--- src/rtl/shift_sequencer.sv ---
// Multi-cycle logical shifter controller: steps an external 1-bit shift unit
// (shamt 00 = pass, 01 = right 1, 10 = left 1) `amount` times and holds the result.
// Ports: clk, rst_n (async, active-low), start/dir/amount/data_in request,
// clear (sync abort), su_dataa/su_shamt/su_dataout shift-unit link,
// busy/done status, data_out held result.
module shift_sequencer #(
  parameter int unsigned N  = 8,
  parameter int unsigned AW = $clog2(N)
) (
  input  logic          clk,
  input  logic          rst_n,
  input  logic          start,
  input  logic          dir,
  input  logic [AW-1:0] amount,
  input  logic [N-1:0]  data_in,
  input  logic          clear,
  output logic [N-1:0]  su_dataa,
  output logic [1:0]    su_shamt,
  input  logic [N-1:0]  su_dataout,
  output logic          busy,
  output logic          done,
  output logic [N-1:0]  data_out
);

  typedef enum logic [1:0] {
    IDLE,
    SHIFT,
    DONE
  } state_t;

  state_t        state;
  state_t        state_next;
  logic [N-1:0]  acc;
  logic [AW-1:0] cnt;
  logic          dir_r;
  logic          accept;
  logic          last_step;

  assign accept    = (state == IDLE) || (state == DONE);
  assign last_step = (cnt == AW'(1));

  always_comb begin
    state_next = state;
    if (clear) begin
      state_next = IDLE;
    end else begin
      case (state)
        IDLE, DONE: begin
          if (start) state_next = (amount != '0) ? SHIFT : DONE;
          else       state_next = IDLE;
        end
        SHIFT: begin
          if (last_step) state_next = DONE;
        end
        default: state_next = IDLE;
      endcase
    end
  end

  always_ff @(posedge clk or negedge rst_n) begin
    if (!rst_n) begin
      state    <= IDLE;
      acc      <= '0;
      cnt      <= '0;
      dir_r    <= 1'b0;
      data_out <= '0;
    end else begin
      state <= state_next;
      if (clear) begin
        cnt <= '0;
      end else if (accept && start) begin
        acc   <= data_in;
        dir_r <= dir;
        cnt   <= amount;
        if (amount == '0) data_out <= data_in;
      end else if (state == SHIFT) begin
        acc <= su_dataout;
        cnt <= cnt - AW'(1);
        if (last_step) data_out <= su_dataout;
      end
    end
  end

  always_comb begin
    su_shamt = 2'b00;
    if (state == SHIFT) su_shamt = dir_r ? 2'b10 : 2'b01;
  end

  assign su_dataa = acc;
  assign busy     = (state == SHIFT);
  assign done     = (state == DONE);

endmodule

--- config.mk ---
export PLATFORM = sky130hd
export DESIGN_NAME = shift_sequencer
export DESIGN_NICKNAME = d
export VERILOG_FILES = /design/src/rtl/shift_sequencer.sv
export SDC_FILE = /design/constraint.sdc
export NUM_CORES = 1
export LEC_CHECK = 0
export ABC_AREA = 1
export CAP_MARGIN = 20
export CORE_ASPECT_RATIO = 1.1
export CORE_UTILIZATION = 48
export CTS_BUF_LIST = sky130_fd_sc_hd__clkbuf_8
export DETAILED_ROUTE_END_ITERATION = 12
export PLACE_DENSITY = 0.87
export SYNTH_ARGS = -nofsm -noshare
export SYNTH_HDL_FRONTEND = slang
export SYNTH_SLANG_ARGS = --single-unit
--- constraint.sdc ---
create_clock -name clk -period 3.4 [get_ports clk]
set_input_delay 0.34 -clock clk [delete_from_list [all_inputs] [get_ports clk]]
set_output_delay 0.34 -clock clk [all_outputs]
set_load 0.02 [all_outputs]
# Word-level counts from Yosys, hierarchy flattened
# Cells that the tools add are included.
# W data, S select, Z words.
totals:
  register_bits: 22
  inputBits: 24
  out_inout_bits: 20
classes:
  add_sub_neg: 1
  eq_ne: 5
  mux: 16
  bitwise_logic: 1
  n_reduce_logical: 12
op_table:
  columns: ["cell", "n"]
  rows:
  - ["$mux W8", 6]
  - ["$mux W2", 6]
  - ["$mux W3", 3]
  - ["$reduce_bool A3 Y1", 2]
  - ["$pmux W2 S2", 1]
  - ["$reduce_and A2 Y1", 2]
  - ["$reduce_and A4 Y1", 1]
  - ["$reduce_bool A2 Y1", 2]
  - ["$eq A3 B1 Y1 const B", 1]
  - ["$logic_not A3 Y1", 1]
  - ["$ne A3 B2 Y1 const B", 1]
  - ["$sub A3 B1 Y3 const B", 1]
  - ["$eq A2 B1 Y1 const B", 1]
  - ["$eq A2 B2 Y1 const B", 1]
  - ["$logic_not A2 Y1", 1]
  - ["$ne A2 B1 Y1 const B", 1]
  - ["$reduce_or A2 Y1", 1]
  - ["$logic_and A1 B1 Y1", 1]
  - ["$logic_or A1 B1 Y1", 1]
  - ["$not A1 Y1", 1]

# Longest topological paths before layout
# Gate-level depths: netlist (run 1).
logic_depth:
  depth_word: 5
  mapped_depth: 8

# Worst setup path after synthesis (run 1)
# OpenSTA, ideal clock, no wires.
synth_timing:
  path_kind: "reg2out"
  from: "register state[1]"
  to: "output su_shamt[0]"
  arrival_ps: 807
  required_time_ps: 3060
  setup_slack_ps: 2253
  path_stages_with_launch: 4
  path_buffers: 0
  cell_sequence: "dfrtp_1 inv_1 nand2_1 nor2_1"
synth_via:
  elab_chain_cells: 2
synth_rtl:
  columns: ["element", "line", "rtl"]
  rows:
  - ["from (decl)", "31", "state_t state;"]
  - ["from (signal assigned)", "68", "state <= state_next;"]
  - ["$eq A2 B1 Y1", "86", "if (state == SHIFT) su_shamt = dir_r ? 2'b10 : 2'b01;"]
  - ["$mux W2", "86", null]
  - ["to (decl)", "18", "output logic [1:0] su_shamt,"]
# Every way passes these cells.

# Worst setup path in the final report (run 1)
# Same ends and word-level chain as after synthesis.

==> flow_summary.toml, run 1 <==
[timing]
clock_skew_ns = 0.00173
max_slew_margin = 0.366
drv_slew = 0
post-route-min-period_ns = 1.87
fin_tns_setup_ns = 0
rsz0062_at_grt = "false"
timing.fmax_ghz = 0.535
setup_violations = 0
period_share = 0.550
setup_slack_ns = 1.53
hold_viol = 0
worst_pin_slew_ns = 0.947

[global_routing]
grt_remaining_overflow = 0
grtUsageTotal = 0.256
grt_pass1_wl_um = 4580
grt_pass1_vias = 1059
grt_max_degree = 23
antenna_found_initial = 0

[flow_run]
maxCapViolCount = 0

[yosys]
ys_seq_elements = 22
yosysSeqAreaShare = 0.494
synth_fp_nets = 174
synth_cell_type_count = 16
synth_compound_area_frac = 0.0326
synth_top_family_by_area = "simple AND/OR/NAND/NOR gates"
synthMuxAreaShare = 0
netlist_instances = 148
yosys.area_share.adder = 0.0225
syn_area_sq_um = 1110
yosys_warnings = 0
synth-xor-area-share = 0
synthSimpleGateAreaFrac = 0.380
syn_area_per_cell_sq_um = 7.52

[detailed_routing]
ant_nets = 0
dr.pass1.iters = 4
wl_um = 2940
wl_per_cell_um = 13.4
first_iter_violations = 37
vias_per_cell = 5.17
drc = 0
route.vias.total = 1137

[clocking]
cts_max_path_buffers = 2
postCtsSetupRepairBufs = 0
path_clk_slew_ns = 0.08
tritoncts = "done"
cts.sinks = 22
cts_buffers = 3
worstSkewPairLatency_ns = 0.25
cts_root_buf = "clkbuf_8"
ctsHoldBuffers = 0
cts_resized = 0
h-tree-depth = 1

[floorplan]
core.rowCount = 17
dieArea_sq_um = 2520
coreArea_sq_um = 2110
fp.dieW_um = 47.9
ios = 44
die_h_um = 52.5
start_util = 0.529

[final_layout]
multiInputGateArea_sq_um = 484
area_growth_pct = 44.4
stdcell_area_sq_um = 1610
fillers = 155
diodes = 0
register_area_sq_um = 551
drive_above_1_share = 0.0573
fin_nets = 219

[outcome]
status = "finished, final reports clean"

[pwr]
powerDensity_nw_per_um2 = 679
ir_worst_vdd_v = 0.000476
power_leakage_uw = 0.000832

[min_path]
hold_path_class = "flip-flop to flip-flop"
worstHoldStart = "su_dataa[3]"

[critical_path]
critical_path_class = "flip-flop to output port"
arrival_ns = 1.53
worstSetupStartpointType = "flip-flop"
crit_path_start = "state[1]"
worst_r2r_startpoint = "state[0]"
cp.required_ns = 3.06
critPathMaxStageDelay_ns = 0.61
crit_chain = "inv_1 > nand2_1 > nor2_1 > clkdlybuf4s50_1"
slowest_stage = "clkdlybuf4s50_1"
cp_max_fo = 5
crit_path_end_kind = "output port"

[placed_design]
gp_congestion = 0.852
placement.cell_area_sq_um = 1550
portBuffers = 43
dp_worst_setup_slack_ns = 1.60
hpwl_um = 2150
==> kinds of logic after synthesis <==
kind of cell	Yosys count
fa+ha+maj	2
flops	22
simple gates	100
compound gates	7
buf+inv	17
==> cells in the final DEF, fill, tap and decap left out, drive strengths merged <==
| master | Yosys | final |
|---|---|---|
| nand2 | 80 | 80 |
| clkdlybuf4s50 | 0 | 43 |
| dfrtp | 22 | 22 |
| inv | 14 | 14 |
| nand3 | 14 | 14 |
| nor2 | 6 | 6 |
| o21ai | 5 | 5 |
| clkbuf | 0 | 4 |
| ha | 2 | 2 |
| o22ai | 1 | 1 |
| a21oi | 1 | 1 |
==> per-stage QoR <==
step	power (uW)	instances	hold WS [ns]	utilization
2_1_floorplan	663	148	0.0444	-
3_3_place_gp	886	216	0.456	0.737
3_5_place_dp	907	216	0.462	0.737
4_1_cts	1090	220	0.484	0.764
5_1_grt	1150	220	0.510	0.764
6_report	1090	220	0.482	0.764
==> flip-flops by register name, indices dropped and copies added (netlist names) <==
register / cells
data_out: 8
su_dataa: 8
state: 2
dir_r: 1
cnt: 3
==> worst max-delay path: cells and delay by family (launching register included) <==
family | cells | cell delay (ns)
buffers and inverters | 2 | 0.69
flip-flops | 1 | 0.36
AND/OR/NAND/NOR | 2 | 0.22
==> cells in the mapped netlist <==
cell type	n	area, sq um
inv_2	2	7.51
nand3_4	1	17.5
nand2_4	1	11.3
dfrtp_1	22	551
ha_1	2	25.0
a21oi_1	1	5.00
buf_4	2	15.0
nand3_1	12	60.1
nor2_1	6	22.5
o22ai_1	1	6.26
nand2_1	77	289
nand2_2	2	12.5
buf_6	1	11.3
nand3_2	1	10.0
o21ai_0	5	25.0
inv_1	12	45.0
==> path summary, 6_finish.rpt <==
path                               end  slack [ns]  cells past startpoint
setup / recovery           su_shamt[0]        1.53                      4
hold / removal             su_dataa[3]        0.48                      2
setup reg to reg           data_out[3]        1.96                      7
hold reg to reg            su_dataa[3]        0.48                      2
max in group asynchronous  data_out[5]        2.22                      1
min in group asynchronous       cnt[0]        0.61                      1
==> layer usage <==
layer  part of all wire  GRT usage
met1               0.39      0.325
met2               0.53      0.430
met3              0.053     0.0207
met4              0.023      0.111
met5                  0          0
==> area by class of cell <==
type / instances / area share
multi-input combinational: 109 / 0.301
timing repair buffer: 43 / 0.268
sequential: 22 / 0.342
tap: 28 / 0.0218
clock buffer: 4 / 0.0342
inverter: 14 / 0.0327
==> report_power, final <==
part | internal [uW] | total (uW) | switching, uW
sequential | 352 | 407 | 55.3
clock | 103 | 183 | 80.1
combinational | 225 | 501 | 276
(Power assumes the default switching activity.)
==> inputs of run 2 (changes only) <==
--- a/config.mk
+++ b/config.mk
@@ -8,10 +8,10 @@
 export ABC_AREA = 1
 export CAP_MARGIN = 20
 export CORE_ASPECT_RATIO = 1.1
-export CORE_UTILIZATION = 48
+export CORE_UTILIZATION = 40
 export CTS_BUF_LIST = sky130_fd_sc_hd__clkbuf_8
 export DETAILED_ROUTE_END_ITERATION = 12
-export PLACE_DENSITY = 0.87
+export PLACE_DENSITY = 0.78
 export SYNTH_ARGS = -nofsm -noshare
 export SYNTH_HDL_FRONTEND = slang
 export SYNTH_SLANG_ARGS = --single-unit
==> constraint.sdc (replaced) <==
create_clock -name clk -period 1.5 [get_ports clk]
set_input_delay 0.15 -clock clk [delete_from_list [all_inputs] [get_ports clk]]
set_output_delay 0.15 -clock clk [all_outputs]
set_load 0.02 [all_outputs]
==> flow_summary.toml, run 2 (synthesis gave the netlist of run 1 again) <==
[timing]
post-route-min-period_ns = 1.38
clock_skew_ns = 0.00249
timing.fmax_ghz = 0.725
worst_pin_slew_ns = 0.267
rsz0062_at_grt = "false"
max_slew_margin = 0.822
fin_tns_setup_ns = 0
period_share = 0.920
hold_viol = 0
setup_violations = 0
setup_slack_ns = 0.120
drv_slew = 0

[final_layout]
final_cells = 226
final_core_util = 0.632
drive_above_1_share = 0.0821
area_growth_pct = 45.6
final_cell_mix = "nand2_1 (77), clkdlybuf4s50_1 (39), dfrtp_1 (22), inv_1 (12), nand3_1 (12)"
final_common_cell = "nand2_1"
fin_nets = 222
stdcell_area_sq_um = 1620
diodes = 0

[clocking]
worstSkewPairLatency_ns = 0.26
path_clk_slew_ns = 0.08
cts_max_path_buffers = 2
tritoncts = "done"
h-tree-depth = 1
ctsHoldBuffers = 0
cts_root_buf = "clkbuf_8"
cts.sinks = 22
cts_buffers = 3

[floorplan]
start_util = 0.434
die_h_um = 57.3
fp.dieW_um = 52.3
core.rowCount = 19
coreArea_sq_um = 2570
dieArea_sq_um = 3000
ios = 44

[pwr]
powerDensity_nw_per_um2 = 1510
power_leakage_uw = 0.000856
ir_worst_vdd_v = 0.000940

[flow_run]
maxCapViolCount = 0

[critical_path]
timing.rr.end = "data_out[3]"
arrival_ns = 1.23
r2r_cells = 7
worstSetupStartpointType = "flip-flop"
cp-endpoint = "data_out[3]"
critPathMaxStageDelay_ns = 0.61
critical_path_class = "flip-flop to output port"
worst_r2r_startpoint = "cnt[0]"
cp.required_ns = 1.35
cp_top_family = "buffers and inverters"
crit_chain = "clkdlybuf4s50_1"
worst-path-buf-inv = 1
cp_max_fo = 2
slowest_stage = "clkdlybuf4s50_1"
setup.reg_to_reg.worst_slack_ns = 0.21
worst-path-stages = 1
crit_path_end_kind = "output port"
crit_path_start = "data_out[3]"

[global_routing]
grtUsageTotal = 0.211
grt_pass1_vias = 1062
antenna_found_initial = 0
grt_remaining_overflow = 0
grt_pass1_wl_um = 4640
grt_max_degree = 23

[detailed_routing]
vias_per_cell = 4.73
dr.pass1.iters = 4
first_iter_violations = 24
drc = 0
ant_nets = 0
wl_per_cell_um = 12.3
wl_um = 2790
route.vias.total = 1068

[placed_design]
dp_worst_setup_slack_ns = 0.0604
portBuffers = 43
placement.cell_area_sq_um = 1580
place_inst = 222
hpwl_um = 2270
gp_congestion = 0.873

[min_path]
hold_path_class = "input port to asynchronous set/reset pin"

[outcome]
status = "finished, final reports clean"
==> run 2: repair_timing <==
item	CTS	global route
setup endpoints to repair	4	2
buffers inserted	0	0
resized for setup	4	4
==> run 2: worst min-delay path by stage <==
stage / from / to / depth (start not counted)
after global routing: rst_n / state[1] / 2
after global placement: su_dataa[1] / su_dataa[1] / 2
after detailed placement: data_out[0] / data_out[0] / 2
final: rst_n / state[1] / 2
after floorplan: rst_n / cnt[0] / 0
after CTS: rst_n / state[1] / 2
==> run 2: layout make-up <==
type,instances,area (sq um)
Sequential cell,22,551
Fill cell,232,946
Multi-Input combinational cell,109,484
Inverter,14,52.6
Timing Repair Buffer,46,440
Tap cell,31,38.8
Clock buffer,4,55.1
==> run 2: metal layers <==
layer  vias up  global-route usage  share of wire
met2        31               0.356           0.51
met4         0              0.0902          0.025
met5         -                   0              0
met3         6              0.0293          0.044
met1       484               0.263           0.42
li1        547                   -              -
==> run 2: power breakdown <==
group	switching [uW]	leakage, uW	total [uW]	internal, uW
combinational	608	0.000557	1120	511
sequential	114	0.000271	911	797
clock	186	0.0000288	420	234
==> run 2: metrics by stage <==
step | power (uW) | hold slack, ns
detailed placement | 2060 | 0.468
global placement | 2020 | 0.459
CTS | 2480 | 0.232
global route | 2610 | 0.258
floorplan | 1500 | -0.146
finish | 2450 | 0.226
==> inputs of run 3 (changes only) <==
--- a/config.mk
+++ b/config.mk
@@ -8,10 +8,9 @@
 export ABC_AREA = 1
 export CAP_MARGIN = 20
 export CORE_ASPECT_RATIO = 1.1
-export CORE_UTILIZATION = 40
-export CTS_BUF_LIST = sky130_fd_sc_hd__clkbuf_8
+export CORE_UTILIZATION = 38
 export DETAILED_ROUTE_END_ITERATION = 12
-export PLACE_DENSITY = 0.78
+export PLACE_DENSITY = 0.74
 export SYNTH_ARGS = -nofsm -noshare
 export SYNTH_HDL_FRONTEND = slang
 export SYNTH_SLANG_ARGS = --single-unit
==> flow_summary.toml, run 3 (synthesis gave the netlist of run 1 again) <==
[timing]
post-route-min-period_ns = 1.45
worst_hold_slack_ns = 0.168
setup_violations = 0
rsz0062_at_grt = "false"
max_slew_margin = 0.819
fin_tns_setup_ns = 0
clock_skew_ns = 0.00912
drv_slew = 0
worst_pin_slew_ns = 0.272
period_share = 0.965
hold_viol = 0
timing.fmax_ghz = 0.691

[placed_design]
hpwl_um = 2100
gp_congestion = 0.800
placement.cell_area_sq_um = 1580
portBuffers = 43

[final_layout]
drive_above_1_share = 0.0872
final_cell_mix = "nand2_1 (77), clkdlybuf4s50_1 (32), dfrtp_1 (22), inv_1 (12), nand3_1 (12)"
diodes = 0
fillers = 244
final_common_cell = "nand2_1"
stdcell_area_sq_um = 1620
area_growth_pct = 45.4
fin_nets = 222

[floorplan]
dieArea_sq_um = 3150
fp.dieW_um = 53.6
coreArea_sq_um = 2780
die_h_um = 58.8
core.rowCount = 20
ios = 44
start_util = 0.401

[pwr]
powerDensity_nw_per_um2 = 1430
ir_worst_vdd_v = 0.00101
power_leakage_uw = 0.000916

[critical_path]
slowest_stage = "clkdlybuf4s50_1"
crit_path_end_kind = "output port"
worstSetupStartpointType = "flip-flop"
r2r_cells = 7
worst-path-buf-inv = 1
critPathMaxStageDelay_ns = 0.60
cp_max_fo = 2
crit_chain = "clkdlybuf4s50_1"
arrival_ns = 1.30
critical_path_class = "flip-flop to output port"
worst_r2r_startpoint = "cnt[0]"
cp_top_family = "buffers and inverters"
cp.required_ns = 1.35
worst-path-stages = 1
crit_path_start = "data_out[2]"

[clocking]
tritoncts = "done"
cts_root_buf = "clkbuf_4"
path_clk_slew_ns = 0.12
cts_max_path_buffers = 2
cts.sinks = 22
worstSkewPairLatency_ns = 0.31
h-tree-depth = 1
ctsHoldBuffers = 0
cts_buffers = 3

[detailed_routing]
wl_per_cell_um = 11.3
dr.pass1.iters = 5
wl_um = 2570
ant_nets = 0
route.vias.total = 1067
vias_per_cell = 4.68
drc = 0
first_iter_violations = 20

[global_routing]
grt_pass1_vias = 1026
grt_remaining_overflow = 0
grtUsageTotal = 0.188
grt_pass1_wl_um = 4220
antenna_found_initial = 0
grt_max_degree = 23

[min_path]
hold_path_class = "input port to asynchronous set/reset pin"

[outcome]
status = "finished, final reports clean"

[flow_run]
maxCapViolCount = 0
==> run 3: cell types whose count changed in the layout (fill, tap and decap cells not counted), sizes merged <==
cell | previous run | this run
buf | 3 | 4
clkdlybuf4s50 | 39 | 32
dlygate4sd2 | 2 | 1
dlymetal6s2s | 0 | 7
==> run 3: metal layers <==
metal  share of wire  wire [um]  track usage
met5               0          0            0
met4          0.0066         17       0.0639
met3           0.048        123       0.0620
met2            0.52       1320        0.320
met1            0.43       1100        0.217
==> run 3: timing repair <==
action / CTS / global route
setup buffers: 0 / 0
setup endpoints to repair: 4 / 10
resized for setup: 7 / 11
==> run 3: metrics by stage <==
| stage | instances | power, uW | setup WS, ns | util |
|---|---|---|---|---|
| floorplan | 148 | 1500 | 0.404 | - |
| global placement | 224 | 2020 | 0.0360 | 0.569 |
| detailed placement | 224 | 2040 | 0.00959 | 0.569 |
| CTS | 228 | 2370 | 0.0154 | 0.582 |
| global route | 228 | 2480 | 0.000749 | 0.583 |
| finish | 228 | 2320 | 0.0526 | 0.583 |
==> run 3: layout make-up <==
class                      count  area [sq um]  share of cell area
inverter                      14          52.6              0.0325
multi-input combinational    109           484               0.299
clock buffer                   4          36.3              0.0224
timing repair buffer          46           454               0.281
sequential                    22           551               0.340
tap                           33          41.3              0.0255
==> run 3: final timing paths <==
| kind | to | slack [ns] |
|---|---|---|
| setup / recovery | data_out[2] | 0.05 |
| setup reg to reg | data_out[4] | 0.26 |
| min in group clk | dir_r | 0.40 |
| hold / removal | su_dataa[4] | 0.17 |
| hold reg to reg | su_dataa[6] | 0.49 |
| max in group asynchronous | cnt[2] | 1.11 |
==> run 3: power breakdown <==
group | switching (uW) | total, uW | internal (uW)
combinational | 589 | 1080 | 488
sequential | 113 | 909 | 796
clock | 180 | 329 | 148
